==> config.mk <==
export PLATFORM = sky130hd
export DESIGN_NAME = pacman_plotter_flat
export DESIGN_NICKNAME = d
export VERILOG_FILES = /design/src/rtl/pacman_plotter_if.sv /design/src/rtl/pacman_plotter.sv /design/src/flat_wrapper.sv
export SDC_FILE = /design/constraint.sdc
export NUM_CORES = 1
export LEC_CHECK = 0
export ABC_CLOCK_PERIOD_IN_PS = 5100
export CAP_MARGIN = 25
export CELL_PAD_IN_SITES_DETAIL_PLACEMENT = 2
export CELL_PAD_IN_SITES_GLOBAL_PLACEMENT = 2
export CORE_MARGIN = 1
export CORE_UTILIZATION = 30
export DETAILED_ROUTE_END_ITERATION = 10
export MAX_ROUTING_LAYER = met4
export PLACE_DENSITY = 0.72
export SYNTH_ARGS = -nofsm -noshare
export SYNTH_HDL_FRONTEND = slang
export SYNTH_SLANG_ARGS = --single-unit
==> constraint.sdc <==
create_clock -name clock -period 5.1 [get_ports clock]
set_input_delay 1.53 -clock clock [delete_from_list [all_inputs] [get_ports clock]]
set_output_delay 1.53 -clock clock [all_outputs]
set_load 0.005 [all_outputs]
==> src/rtl/pacman_plotter_if.sv <==
// ---------------------------------------------------------------------------
// pacman_plotter_if
//   Bundles the sprite request coming from the Pac-Man controller and the
//   pixel-plot stream going to the VGA frame buffer adapter.
//   Request side : go (frame tick), shape (5x5 bitmap), tile_x, tile_y
//   Plot side    : vga_x, vga_y, colour, plot (write strobe), busy, done
//   modport slave  - used by the plotter (consumes requests, emits plots)
//   modport master - used by whoever drives requests and watches the plots
// ---------------------------------------------------------------------------
interface pacman_plotter_if;
  logic        go;
  logic [24:0] shape;
  logic [7:0]  tile_x;
  logic [6:0]  tile_y;
  logic [7:0]  vga_x;
  logic [6:0]  vga_y;
  logic [2:0]  colour;
  logic        plot;
  logic        busy;
  logic        done;

  modport slave (
    input  go, shape, tile_x, tile_y,
    output vga_x, vga_y, colour, plot, busy, done
  );

  modport master (
    output go, shape, tile_x, tile_y,
    input  vga_x, vga_y, colour, plot, busy, done
  );
endinterface

==> src/rtl/pacman_plotter.sv <==
// ---------------------------------------------------------------------------
// pacman_plotter
//   Plots the 5x5 Pac-Man sprite into the VGA frame buffer one pixel per clock.
//   On each frame tick (go) it erases the sprite at its previous tile (only if
//   the tile moved), draws it at the new tile, then pulses done.
//   Ports:
//     clock   - system clock, rising edge
//     reset_n - asynchronous active-low reset
//     bus     - pacman_plotter_if.slave (go/shape/tile_x/tile_y in,
//               vga_x/vga_y/colour/plot/busy/done out, all outputs registered)
// ---------------------------------------------------------------------------
module pacman_plotter #(
  parameter int          TILE_PX    = 5,
  parameter int          X_OFF      = 10,
  parameter int          Y_OFF      = 0,
  parameter logic [2:0]  PAC_COLOUR = 3'b110,
  parameter logic [2:0]  BG_COLOUR  = 3'b000
) (
  input  logic              clock,
  input  logic              reset_n,
  pacman_plotter_if.slave   bus
);

  // The base pixel is nominally computed at 16 bits and then truncated.
  // The low bits of a product/sum depend only on the low bits of the operands,
  // so computing directly at the output width yields the same wrapped value.
  localparam logic [7:0] TILE_X = 8'(TILE_PX);
  localparam logic [7:0] X_BASE = 8'(X_OFF);
  localparam logic [6:0] TILE_Y = 7'(TILE_PX);
  localparam logic [6:0] Y_BASE = 7'(Y_OFF);

  typedef enum logic [1:0] {
    ST_IDLE  = 2'd0,
    ST_ERASE = 2'd1,
    ST_DRAW  = 2'd2,
    ST_DONE  = 2'd3
  } state_e;

  function automatic logic [7:0] base_x(input logic [7:0] tx);
    return tx * TILE_X + X_BASE;
  endfunction

  function automatic logic [6:0] base_y(input logic [6:0] ty);
    return ty * TILE_Y + Y_BASE;
  endfunction

  // Bitmap index of pixel (row, col): row-major, col fastest.
  function automatic logic [4:0] pix_idx(input logic [2:0] row, input logic [2:0] col);
    return {2'b00, row} * 5'd5 + {2'b00, col};
  endfunction

  state_e      state_q, state_d;
  logic [2:0]  col_q, col_d;
  logic [2:0]  row_q, row_d;
  logic [24:0] cur_shape_q, cur_shape_d;
  logic [7:0]  cur_x_q, cur_x_d;
  logic [6:0]  cur_y_q, cur_y_d;
  logic [7:0]  prev_x_q, prev_x_d;
  logic [6:0]  prev_y_q, prev_y_d;
  logic        prev_valid_q, prev_valid_d;
  logic [7:0]  vga_x_q, vga_x_d;
  logic [6:0]  vga_y_q, vga_y_d;
  logic [2:0]  colour_q, colour_d;
  logic        plot_q, plot_d;
  logic        busy_q, busy_d;
  logic        done_q, done_d;

  logic        last_pix_s;
  logic [7:0]  cur_bx_s;
  logic [6:0]  cur_by_s;
  logic [7:0]  prev_bx_s;
  logic [6:0]  prev_by_s;

  assign last_pix_s = (row_q == 3'd4) && (col_q == 3'd4);
  assign cur_bx_s   = base_x(cur_x_q);
  assign cur_by_s   = base_y(cur_y_q);
  assign prev_bx_s  = base_x(prev_x_q);
  assign prev_by_s  = base_y(prev_y_q);

  // Next-state, pixel scan and registered-output computation.
  always_comb begin
    state_d      = state_q;
    col_d        = col_q;
    row_d        = row_q;
    cur_shape_d  = cur_shape_q;
    cur_x_d      = cur_x_q;
    cur_y_d      = cur_y_q;
    prev_x_d     = prev_x_q;
    prev_y_d     = prev_y_q;
    prev_valid_d = prev_valid_q;
    vga_x_d      = vga_x_q;
    vga_y_d      = vga_y_q;
    colour_d     = colour_q;
    plot_d       = 1'b0;
    busy_d       = 1'b0;
    done_d       = 1'b0;

    case (state_q)
      ST_IDLE: begin
        // Outputs lag the state by one cycle, so busy_q is still high during
        // the visible done cycle; a go seen then is dropped, not queued.
        if (bus.go && !busy_q) begin
          cur_shape_d = bus.shape;
          cur_x_d     = bus.tile_x;
          cur_y_d     = bus.tile_y;
          col_d       = 3'd0;
          row_d       = 3'd0;
          if (prev_valid_q && ((prev_x_q != bus.tile_x) || (prev_y_q != bus.tile_y))) begin
            state_d = ST_ERASE;
          end else begin
            state_d = ST_DRAW;
          end
        end else begin
          state_d = ST_IDLE;
        end
      end

      ST_ERASE: begin
        plot_d   = 1'b1;
        busy_d   = 1'b1;
        vga_x_d  = prev_bx_s + {5'b00000, col_q};
        vga_y_d  = prev_by_s + {4'b0000, row_q};
        colour_d = BG_COLOUR;
        if (last_pix_s) begin
          state_d = ST_DRAW;
          col_d   = 3'd0;
          row_d   = 3'd0;
        end else if (col_q == 3'd4) begin
          col_d = 3'd0;
          row_d = row_q + 3'd1;
        end else begin
          col_d = col_q + 3'd1;
        end
      end

      ST_DRAW: begin
        plot_d   = 1'b1;
        busy_d   = 1'b1;
        vga_x_d  = cur_bx_s + {5'b00000, col_q};
        vga_y_d  = cur_by_s + {4'b0000, row_q};
        colour_d = cur_shape_q[pix_idx(row_q, col_q)] ? PAC_COLOUR : BG_COLOUR;
        if (last_pix_s) begin
          state_d = ST_DONE;
          col_d   = 3'd0;
          row_d   = 3'd0;
        end else if (col_q == 3'd4) begin
          col_d = 3'd0;
          row_d = row_q + 3'd1;
        end else begin
          col_d = col_q + 3'd1;
        end
      end

      ST_DONE: begin
        busy_d       = 1'b1;
        done_d       = 1'b1;
        prev_x_d     = cur_x_q;
        prev_y_d     = cur_y_q;
        prev_valid_d = 1'b1;
        state_d      = ST_IDLE;
      end

      default: begin
        state_d = ST_IDLE;
      end
    endcase
  end

  // State, scan counters, latched sprite and output registers.
  always_ff @(posedge clock or negedge reset_n) begin
    if (!reset_n) begin
      state_q      <= ST_IDLE;
      col_q        <= 3'd0;
      row_q        <= 3'd0;
      cur_shape_q  <= 25'd0;
      cur_x_q      <= 8'd0;
      cur_y_q      <= 7'd0;
      prev_x_q     <= 8'd0;
      prev_y_q     <= 7'd0;
      prev_valid_q <= 1'b0;
      vga_x_q      <= 8'd0;
      vga_y_q      <= 7'd0;
      colour_q     <= 3'd0;
      plot_q       <= 1'b0;
      busy_q       <= 1'b0;
      done_q       <= 1'b0;
    end else begin
      state_q      <= state_d;
      col_q        <= col_d;
      row_q        <= row_d;
      cur_shape_q  <= cur_shape_d;
      cur_x_q      <= cur_x_d;
      cur_y_q      <= cur_y_d;
      prev_x_q     <= prev_x_d;
      prev_y_q     <= prev_y_d;
      prev_valid_q <= prev_valid_d;
      vga_x_q      <= vga_x_d;
      vga_y_q      <= vga_y_d;
      colour_q     <= colour_d;
      plot_q       <= plot_d;
      busy_q       <= busy_d;
      done_q       <= done_d;
    end
  end

  assign bus.vga_x  = vga_x_q;
  assign bus.vga_y  = vga_y_q;
  assign bus.colour = colour_q;
  assign bus.plot   = plot_q;
  assign bus.busy   = busy_q;
  assign bus.done   = done_q;

endmodule

==> src/flat_wrapper.sv <==
// flat-port wrapper written by rule: the top's interface ports become plain ports
module pacman_plotter_flat 
#(
  parameter int          TILE_PX    = 5,
  parameter int          X_OFF      = 10,
  parameter int          Y_OFF      = 0,
  parameter logic [2:0]  PAC_COLOUR = 3'b110,
  parameter logic [2:0]  BG_COLOUR  = 3'b000
)
  (clock, reset_n, bus_go, bus_shape, bus_tile_x, bus_tile_y, bus_vga_x, bus_vga_y, bus_colour, bus_plot, bus_busy, bus_done);
  pacman_plotter_if bus_i ();
  input  logic clock;
  input  logic reset_n;
  input wire logic [$bits(bus_i.go)-1:0] bus_go;
  input wire logic [$bits(bus_i.shape)-1:0] bus_shape;
  input wire logic [$bits(bus_i.tile_x)-1:0] bus_tile_x;
  input wire logic [$bits(bus_i.tile_y)-1:0] bus_tile_y;
  output wire logic [$bits(bus_i.vga_x)-1:0] bus_vga_x;
  output wire logic [$bits(bus_i.vga_y)-1:0] bus_vga_y;
  output wire logic [$bits(bus_i.colour)-1:0] bus_colour;
  output wire logic [$bits(bus_i.plot)-1:0] bus_plot;
  output wire logic [$bits(bus_i.busy)-1:0] bus_busy;
  output wire logic [$bits(bus_i.done)-1:0] bus_done;
  assign bus_i.go = bus_go;
  assign bus_i.shape = bus_shape;
  assign bus_i.tile_x = bus_tile_x;
  assign bus_i.tile_y = bus_tile_y;
  assign bus_vga_x = bus_i.vga_x;
  assign bus_vga_y = bus_i.vga_y;
  assign bus_colour = bus_i.colour;
  assign bus_plot = bus_i.plot;
  assign bus_busy = bus_i.busy;
  assign bus_done = bus_i.done;
  pacman_plotter #(.TILE_PX(TILE_PX), .X_OFF(X_OFF), .Y_OFF(Y_OFF), .PAC_COLOUR(PAC_COLOUR), .BG_COLOUR(BG_COLOUR)) u_core (.clock(clock), .reset_n(reset_n), .bus(bus_i));
endmodule
==> results of run 1 <==
power breakdown:
part	switching, µW	internal [µW]	total [µW]
Combinational	1710	1720	3430
Sequential	320	996	1320
Clock	299	433	732
Total	2330	3150	5480
state kept, by name (all words and copies together), names as in the netlist, 3 cells and up:
name                cells
u_core.prev_x_q         8
u_core.prev_y_q         7
u_core.cur_y_q          7
u_core.bus.vga_x        8
u_core.cur_x_q          8
u_core.row_q            3
u_core.col_q            3
u_core.cur_shape_q     25
u_core.bus.vga_y        7
layer usage:
metal  routed length, µm  global-route usage (%)  vias up
met2                8050                    33.1       56
met5                   0                       -        -
met4                 161                    4.70        0
li1                    -                       -     1786
met1                6200                    20.1     1945
met3                 361                    2.93       16
cell families after synthesis:
kind of cell,count (synthesis),synth area share [%]
AND/OR/NAND/NOR,61,5.37
other,1,0.0688
buffers and inverters,35,2.68
AO/OA/AOI/OAI,72,8.33
adder cells (fa/ha/maj),86,21.0
flip-flops,83,38.1
XOR/XNOR,46,7.39
multiplexers,75,17.1
stage by stage:
step           total power [µW]  util [%]  area, µm²  std cells  setup WS, ps
2_1_floorplan              3730         -       5450        459          2410
3_3_place_gp               4610      36.0       6300        734          1760
3_5_place_dp               4820      36.1       6330        735          1710
4_1_cts                    5610      38.0       6660        751          1890
5_1_grt                    6030      38.0       6660        751          1790
6_report                   5480      38.0       6660        751          1930
final cells by class:
class	count	area, µm²
multi-input combinational	341	3230
tap	225	282
clock inverter	7	98.8
timing repair buffer	66	668
inverter	20	75.1
fill	1835	10900
clock buffer	9	225
sequential	83	2080
cells in the final DEF (no fill, tap or decap), types with 2 or more instances in the layout:
cell type	netlist	final
o41ai_1	2	2
o211ai_1	2	2
nor2b_1	3	3
a21oi_1	22	22
inv_1	19	19
o221ai_1	2	2
a211oi_1	4	4
clkdlybuf4s50_1	0	61
ha_1	77	77
nand2b_1	3	3
a2bb2oi_1	2	2
bufinv_16	0	2
clkbuf_16	0	9
o21bai_1	6	6
mux2i_1	10	10
nand4_1	6	6
fa_1	9	9
o21a_1	3	3
mux4_1	6	6
xnor2_1	37	37
mux2_2	58	58
a21o_1	5	5
inv_6	0	2
xor2_1	9	9
nand3_1	5	5
nor2_1	21	21
nand2_1	12	12
o21ai_0	18	18
buf_4	2	4
dfrtp_1	83	83
nor3_1	5	5
path summary, 6_finish.rpt:
kind | to | slack (ps)
worst max-delay path | u_core.bus.colour[1] | 1930
worst min-delay path | u_core.bus.vga_y[4] | 480
worst max register to register | u_core.bus.colour[1] | 1930
worst min register to register | u_core.bus.vga_y[4] | 480
max in group asynchronous | u_core.bus.vga_y[4] | 3430
min in group asynchronous | u_core.cur_shape_q[9] | 1050
critical path: stages, from the launching register on:
cell	delay, ps
dfrtp_1	560
ha_1	310
ha_1	310
inv_1	70
fa_1	430
xor2_1	340
mux4_2	550
a21oi_1	290
o22ai_1	160
==> summary.md, run 1 <==
| Metric | Value |
|---|---|
| First-pass GRT wire length | `24.2 mm` |
| Diodes inserted | `0` |
| Num Clock Sinks | `83` |
| DRC violations left | `0` |
| Status | `finished, final reports clean` |
| Leakage | `0.00296 µW` |
| Slew @ Worst Pin | `1000 ps` |
| Synth Cell Area | `5450 µm²` |
| Quantity of I/O buffers inserted on ports | `62` |
| Grt ovf | `0` |
| Most frequent cell after synthesis | `dfrtp_1` |
| All-Layer GR Usage | `18.0%` |
| Nets | `650` |
| Clk_skew | `6.04 ps` |
| Clock transition at path regs | `70 ps` |
| Top_reg_cell synth | `dfrtp_1` |
| Fmax | `316 MHz` |
| Rows | `48` |
| Post-synth top cells | `dfrtp_1 (83), ha_1 (77), mux2_2 (58)` |
| Setup_tns | `0 ps` |
| Layout cells sized above 1 | `15.8%` |
| Peak VDD IR | `210 µV` |
| Hold path depth | `1` |
| CTS buffer count | `9` |
| Yosys top cell area share | `38.1%` |
| HP Class | `reg -> reg` |
| Htree depth | `3` |
| Final period util | `62.1%` |
| Number of synthesized flops with an enable pin | `0` |
| DR pass1 iterations | `4` |
| RePlAce Congestion | `0.758` |
| Slew Viols, Final | `0` |
| Synth warn | `0` |
| WL/cell | `19.7 µm` |
| Starting Density | `31.1%` |
| Hold_buf cts | `0` |
| Fin crit period | `3170 ps` |
| Crit Path Max Fanout | `7` |
| Routed vias | `3803` |
| Setup-failing EPs final | `0` |
| Net Count, Synth | `588` |
| Post-synth ARST share | `100%` |
| CP required | `5320 ps` |
| Ports | `64` |
| Worst R2R Start | `u_core.row_q[2]` |
| Critical path origin | `u_core.row_q[2]` |
| Syn_area_per_cell | `11.9 µm²` |
| CTS resizes | `0` |
| Final hold vios | `0` |
| Core box area | `17500 µm²` |
| Die Y | `137 µm` |
| Min-delay src | `u_core.bus.vga_y[4]` |
| Worst reg2reg path depth | `8` |
| Worst Hold Slack | `482 ps` |
| Synth area leaders | `dfrtp_1 (38%), ha_1 (18%), mux2_2 (12%)` |
| Most area-hungry cell type in the Yosys netlist | `dfrtp_1` |
| Overall die width | `137 µm` |
| Post-synthesis register bit count | `83` |
| Largest net degree at the start of global routing | `67` |
| Initial antenna violation count | `0` |
| Worst EP arrival | `3380 ps` |
| HPWL Detailed | `11.4 mm` |
| DIE AREA | `18700 µm²` |
| MaxCap Viol Count | `0` |
| TritonCTS clock tree | `built` |
| CP startpoint kind | `flip-flop` |
| Worst skew pair latency | `350 ps` |
| Post-Route WL | `14.8 mm` |
| Via count of the first global-routing pass | `4499` |
| Initial DRC Count | `47` |
| Post-Syn Instances | `459` |
| Cell Pwr Density | `823 nW/µm²` |
| Type of destination of the critical path | `flip-flop` |
| Register area share after synthesis | `38.1%` |
| Worst Setup Path Type | `reg -> reg` |
| CTS Buffer Depth | `2` |
| RSZ-0062 raised after global routing | `no` |
| Slew Limit Headroom | `33.1%` |
| Cell variety after synth | `45` |
| Vias per cell | `5.06` |
| Antenna viol nets, final | `0` |
| Postcts setup bufs | `0` |
| Root Driver | `clkbuf_16` |
| Area Overhead vs Synth | `22.0%` |
(Power assumes the default switching activity.)
==> run 2, diff against run 1 <==
--- a/config.mk
+++ b/config.mk
@@ -5,7 +5,7 @@
 export SDC_FILE = /design/constraint.sdc
 export NUM_CORES = 1
 export LEC_CHECK = 0
-export ABC_CLOCK_PERIOD_IN_PS = 5100
+export ABC_CLOCK_PERIOD_IN_PS = 2900
 export CAP_MARGIN = 25
 export CELL_PAD_IN_SITES_DETAIL_PLACEMENT = 2
 export CELL_PAD_IN_SITES_GLOBAL_PLACEMENT = 2
@@ -13,7 +13,7 @@
 export CORE_UTILIZATION = 30
 export DETAILED_ROUTE_END_ITERATION = 10
 export MAX_ROUTING_LAYER = met4
-export PLACE_DENSITY = 0.72
+export PLACE_DENSITY = 0.74
 export SYNTH_ARGS = -nofsm -noshare
 export SYNTH_HDL_FRONTEND = slang
 export SYNTH_SLANG_ARGS = --single-unit
==> constraint.sdc (replaced) <==
create_clock -name clock -period 2.9 [get_ports clock]
set_input_delay 0.87 -clock clock [delete_from_list [all_inputs] [get_ports clock]]
set_output_delay 0.87 -clock clock [all_outputs]
set_load 0.005 [all_outputs]
==> run 2 against run 1 <==
Against the previous run:
- non-clock buffer count up 9
- flip-flop and latch count unchanged
- die area unchanged
- via count grew 0.32%
- fmax rose by 15%
- largest power group unchanged
- largest cell class unchanged
- wire length is 0.53% lower
==> summary.md, run 2 (synthesis gave the netlist of run 1 again) <==
| Metric | Value |
|---|---|
| Max reg flops | `25` |
| Status | `finished, final reports clean` |
| Fmax | `363 MHz` |
| Cell Pwr Density | `1440 nW/µm²` |
| Worst reg2reg path depth | `9` |
| Root Driver | `clkbuf_16` |
| Die Y | `137 µm` |
| Peak VDD IR | `509 µV` |
| Worst skew pair latency | `340 ps` |
| TritonCTS clock tree | `built` |
| Setup_tns | `0 ps` |
| Worst Setup Path Type | `reg -> reg` |
| Part of the power in the clock network | `12.6%` |
| DR pass1 iterations | `4` |
| Rows | `48` |
| HPWL Detailed | `11.3 mm` |
| Area occupied by multi-input gates | `3270 µm²` |
| Util after Layout | `38.5%` |
| Setup-failing EPs final | `0` |
| Layout cells sized above 1 | `18.0%` |
| Clk_skew | `5.18 ps` |
| Routed vias | `3815` |
| Register area | `2080 µm²` |
| Postcts setup bufs | `0` |
| Fin crit period | `2760 ps` |
| Leakage | `0.00302 µW` |
| MaxCap Viol Count | `0` |
| Core box area | `17500 µm²` |
| Slowest cell on crit path | `or4b_1` |
| CTS buffer count | `9` |
| Htree depth | `3` |
| Final hold vios | `0` |
| Worst EP arrival | `3010 ps` |
| Largest net degree at the start of global routing | `43` |
| Hold path depth | `1` |
| Area after DPL | `6400 µm²` |
| Final worst slack | `144 ps` |
| RSZ-0062 raised after global routing | `no` |
| CP required | `3160 ps` |
| Via count of the first global-routing pass | `4415` |
| Ports | `64` |
| Overall die width | `137 µm` |
| Num Clock Sinks | `83` |
| First-pass GRT wire length | `23.9 mm` |
| Clock transition at path regs | `60 ps` |
| Highest cell delay on the worst timing path | `530 ps` |
| Worst slack, placed | `41.7 ps` |
| Psw | `4110 µW` |
| Final period util | `95.0%` |
| Vias per cell | `5.03` |
| DRC violations left | `0` |
| Biggest register | `u_core.cur_shape_q` |
| All-Layer GR Usage | `17.7%` |
| Sequential Power Share | `23.2%` |
| CP startpoint kind | `flip-flop` |
| Worst-path cell chain | `ha_1 > ha_4 > inv_1 > fa_2 > xor2_2 > or4b_1 > a311oi_2 > a21oi_1 > o22ai_1` |
| Switch share | `42.1%` |
| WL/cell | `19.4 µm` |
| Post-Route WL | `14.7 mm` |
| Fillers | `1817` |
| Quantity of I/O buffers inserted on ports | `62` |
| Initial DRC Count | `108` |
| Slew Viols, Final | `0` |
| Starting Density | `31.1%` |
| DIE AREA | `18700 µm²` |
| CTS Buffer Depth | `2` |
| Slew @ Worst Pin | `802 ps` |
| Most frequent cells in the layout | `dfrtp_1 (83), ha_1 (76), clkdlybuf4s50_1 (61)` |
| Slew Limit Headroom | `46.6%` |
| Type of destination of the critical path | `flip-flop` |
| Nets | `659` |
| Grt ovf | `0` |
| Diodes inserted | `0` |
| HP Class | `reg -> reg` |
| Int Power | `5650 µW` |
| RePlAce Congestion | `0.810` |
| Design Area, Final | `6760 µm²` |
| Initial antenna violation count | `0` |
| Area Overhead vs Synth | `23.9%` |
| Most common cell after layout, fill and taps aside | `dfrtp_1` |
| Crit Path Max Fanout | `4` |
| Comb power frac | `64.1%` |
| Antenna viol nets, final | `0` |
[run 2: changes by cell type in the layout (fill, tap and decap cells not counted), moves of 2 or more]
cell,delta
buf_4,+8
buf_12,+2
inv_6,-2
o41ai_1,-2
o41ai_2,+2
[run 2: repair_timing]
action,4_1_cts,5_1_grt
endpoints found under the setup margin,0,2
hold buffers,0,0
resized for setup,0,6
[run 2: critical path: cells and delay by family, from the launching register on]
kind	cells	cell delay, ps
AO/OA/AOI/OAI	3	460
XOR/XNOR	1	210
adder cells (fa/ha/maj)	3	1030
buffers and inverters	1	50
flip-flops	1	400
AND/OR/NAND/NOR	1	530
[run 2: through the flow]
stage | cells | total power (µW) | hold slack (ps)
finish | 759 | 9760 | 482
global route | 759 | 10700 | 510
CTS | 759 | 9900 | 489
detailed placement | 744 | 8540 | 470
global placement | 744 | 8200 | 462
floorplan | 459 | 6560 | 440
[run 2: area by class of cell]
class                           count  area share, %
Timing Repair Buffer               75           11.0
Tap cell                          225           4.17
Clock buffer                       10           3.39
Clock inverter                      5           1.17
Inverter                           20           1.11
Multi-Input combinational cell    341           48.5
Sequential cell                    83           30.7
[run 2: power groups by stage]
stage / Sequential, µW / Clock [µW] / Combinational, µW
detailed placement: 2300 / 0 / 6250
global placement: 2240 / 0 / 5950
floorplan: 2140 / 0 / 4420
CTS: 2280 / 1270 / 6340
finish: 2270 / 1230 / 6260
global route: 2360 / 1310 / 7080
[run 2: path summary, 6_finish.rpt]
path | slack [ps] | to | start
max in group asynchronous | 1700 | u_core.col_q[1] | reset_n
worst min register to register | 480 | u_core.bus.vga_y[4] | u_core.bus.vga_y[4]
worst min-delay path | 480 | u_core.bus.vga_y[4] | u_core.bus.vga_y[4]
worst max-delay path | 140 | u_core.bus.colour[1] | u_core.row_q[0]
min in group asynchronous | 510 | u_core.bus.vga_x[2] | reset_n
worst max register to register | 140 | u_core.bus.colour[1] | u_core.row_q[0]
[run 2: per-layer routing]
layer | global-route usage (%) | vias to the layer above | part of all wire [%]
met2 | 31.1 | 73 | 52
met4 | 4.82 | 0 | 1.5
li1 | - | 1787 | -
met3 | 3.41 | 18 | 3.3
met5 | - | - | 0
met1 | 20.5 | 1937 | 43
==> run 3, diff against run 2 <==
--- a/config.mk
+++ b/config.mk
@@ -6,14 +6,13 @@
 export NUM_CORES = 1
 export LEC_CHECK = 0
 export ABC_CLOCK_PERIOD_IN_PS = 2900
-export CAP_MARGIN = 25
 export CELL_PAD_IN_SITES_DETAIL_PLACEMENT = 2
 export CELL_PAD_IN_SITES_GLOBAL_PLACEMENT = 2
 export CORE_MARGIN = 1
 export CORE_UTILIZATION = 30
 export DETAILED_ROUTE_END_ITERATION = 10
 export MAX_ROUTING_LAYER = met4
-export PLACE_DENSITY = 0.74
+export PLACE_DENSITY_LB_ADDON = 0.1
 export SYNTH_ARGS = -nofsm -noshare
 export SYNTH_HDL_FRONTEND = slang
 export SYNTH_SLANG_ARGS = --single-unit
==> run 3 against run 2 <==
Against the previous run:
- first-iteration DRC count is 8.3% lower
- sequential power hardly changed
- clock skew hardly changed
- critical path type unchanged
- critical path depth stayed put
- clock power is 8% lower
- largest power group unchanged
==> summary.md, run 3 (synthesis gave the netlist of run 1 again) <==
| Metric | Value |
|---|---|
| CTS Buffer Depth | `2` |
| DR pass1 iterations | `4` |
| Final hold vios | `0` |
| Total Power | `9740 µW` |
| Fillers | `1852` |
| Largest net degree at the start of global routing | `49` |
| Cell Pwr Density | `1450 nW/µm²` |
| WL/cell | `20.0 µm` |
| Setup-failing EPs final | `0` |
| Area Overhead vs Synth | `23.4%` |
| Most frequent cells in the layout | `dfrtp_1 (83), ha_1 (77), clkdlybuf4s50_1 (61)` |
| Crit Path Max Fanout | `4` |
| CP delay by family, top | `adder cells` |
| FF-to-FF setup slack | `80 ps` |
| Grt ovf | `0` |
| Int Power | `5510 µW` |
| Slew Viols, Final | `0` |
| Worst skew pair latency | `350 ps` |
| Hold-critical path endpoint | `u_core.bus.vga_y[4]` |
| Sequential Power Share | `23.2%` |
| Rows | `48` |
| Worst path most repeated cell | `ha_1` |
| Status | `finished, final reports clean` |
| Clk_skew | `5.00 ps` |
| Leakage | `0.00301 µW` |
| Part of the power in the clock network | `11.6%` |
| Nets | `662` |
| Worst EP arrival | `3080 ps` |
| Die Y | `137 µm` |
| Slew @ Worst Pin | `794 ps` |
| Ports | `64` |
| Final period util | `97.4%` |
| Type of destination of the critical path | `flip-flop` |
| Most common cell after layout, fill and taps aside | `dfrtp_1` |
| Vias per cell | `5.01` |
| Slew Limit Headroom | `47.1%` |
| CP required | `3160 ps` |
| Switch share | `43.4%` |
| TritonCTS clock tree | `built` |
| Num Clock Sinks | `83` |
| Worst-path cell chain | `ha_1 > ha_1 > inv_1 > fa_2 > xor2_2 > or4b_4 > a311oi_2 > a21oi_1 > o22ai_1` |
| CTS buffer count | `9` |
| Layout cells sized above 1 | `19.1%` |
| Biggest register | `u_core.cur_shape_q` |
| Initial antenna violation count | `0` |
| Root Driver | `clkbuf_16` |
| Hold path depth | `1` |
| HP Class | `reg -> reg` |
| MaxCap Viol Count | `0` |
| Quantity of I/O buffers inserted on ports | `62` |
| Starting Density | `31.1%` |
| Overall die width | `137 µm` |
| Max reg flops | `25` |
| Diodes inserted | `0` |
| RePlAce Congestion | `0.735` |
| Hold_buf cts | `0` |
| Min-delay src | `u_core.bus.vga_y[4]` |
| Comb power frac | `65.2%` |
| Worst R2R Start | `u_core.row_q[2]` |
| DRC violations left | `0` |
| Psw | `4230 µW` |
| Htree depth | `3` |
| Peak VDD IR | `444 µV` |
| Fmax | `354 MHz` |
| First-pass GRT wire length | `24.4 mm` |
| Critical path buffers and inverters | `1` |
| Worst Setup Path Type | `reg -> reg` |
| Clock transition at path regs | `70 ps` |
| Fin crit period | `2820 ps` |
| Slowest cell on crit path | `or4b_4` |
| Core box area | `17500 µm²` |
| Routed vias | `3825` |
| Worst reg2reg path depth | `9` |
| Via count of the first global-routing pass | `4457` |
| Post-Route WL | `15.2 mm` |
| Highest cell delay on the worst timing path | `540 ps` |
| All-Layer GR Usage | `18.4%` |
| HPWL Detailed | `11.9 mm` |
| Setup_tns | `0 ps` |
| Antenna viol nets, final | `0` |
| DIE AREA | `18700 µm²` |
| CP startpoint kind | `flip-flop` |
| R2R Path End | `u_core.bus.colour[1]` |
| Initial DRC Count | `99` |
-- run 3: cell count changes in the layout (fill, tap and decap cells not counted), moves of 2 or more --
cell | previous run | this run
inv_6 | 0 | 3
clkinvlp_4 | 0 | 2
buf_4 | 12 | 17
bufinv_16 | 2 | 0
buf_12 | 2 | 0
-- run 3: how the worst max path moves through the flow --
stage / startpoint / endpoint / slack [ps] / cells past startpoint
global placement: u_core.row_q[0] / u_core.bus.colour[1] / 200 / 9
detailed placement: u_core.row_q[2] / u_core.bus.colour[1] / 110 / 8
CTS: u_core.row_q[2] / u_core.bus.colour[1] / 5 / 9
finish: u_core.row_q[2] / u_core.bus.colour[1] / 80 / 9
global route: u_core.row_q[2] / u_core.bus.colour[1] / -20 / 9
floorplan: u_core.row_q[0] / u_core.bus.colour[1] / 210 / 9
-- run 3: timing repair --
item,in CTS,in global routing
resized for setup,1,7
hold endpoints to repair,0,0
pin swaps,0,2
buffers inserted,0,0
endpoints found under the setup margin,1,3
-- run 3: layout make-up --
class / instances / area, µm² / area share (%)
Tap cell: 225 / 282 / 4.18
Inverter: 20 / 75.1 / 1.12
Clock buffer: 9 / 225 / 3.35
Multi-Input combinational cell: 341 / 3270 / 48.7
Clock inverter: 7 / 57.6 / 0.855
Sequential cell: 83 / 2080 / 30.9
Timing Repair Buffer: 78 / 738 / 11.0
-- run 3: power groups by stage --
| stage | clock (µW) | sequential [µW] | combinational [µW] |
|---|---|---|---|
| floorplan | 0 | 2140 | 4420 |
| global placement | 0 | 2260 | 6090 |
| detailed placement | 0 | 2300 | 6360 |
| CTS | 1170 | 2280 | 6450 |
| global route | 1220 | 2350 | 7160 |
| finish | 1130 | 2260 | 6350 |
-- run 3: stage by stage --
| step | area (µm²) | worst slack, ps | util, % | instances | hold WS (ps) |
|---|---|---|---|---|---|
| 4_1_cts | 6690 | 4.81 | 38.2 | 763 | 493 |
| 3_5_place_dp | 6400 | 114 | 36.5 | 747 | 468 |
| 5_1_grt | 6730 | -24.4 | 38.4 | 763 | 514 |
| 2_1_floorplan | 5450 | 214 | - | 459 | 440 |
| 6_report | 6730 | 75.4 | 38.4 | 763 | 485 |
| 3_3_place_gp | 6400 | 199 | 36.5 | 747 | 458 |
-- run 3: routing by layer --
layer	part of all wire (%)	routed length [µm]	global-route usage, %	up-vias
met1	43	6550	21.5	1977
met2	53	8140	32.3	44
met5	0	0	-	-
met4	1.1	163	4.21	0
li1	-	-	-	1796
met3	2.5	382	3.93	8
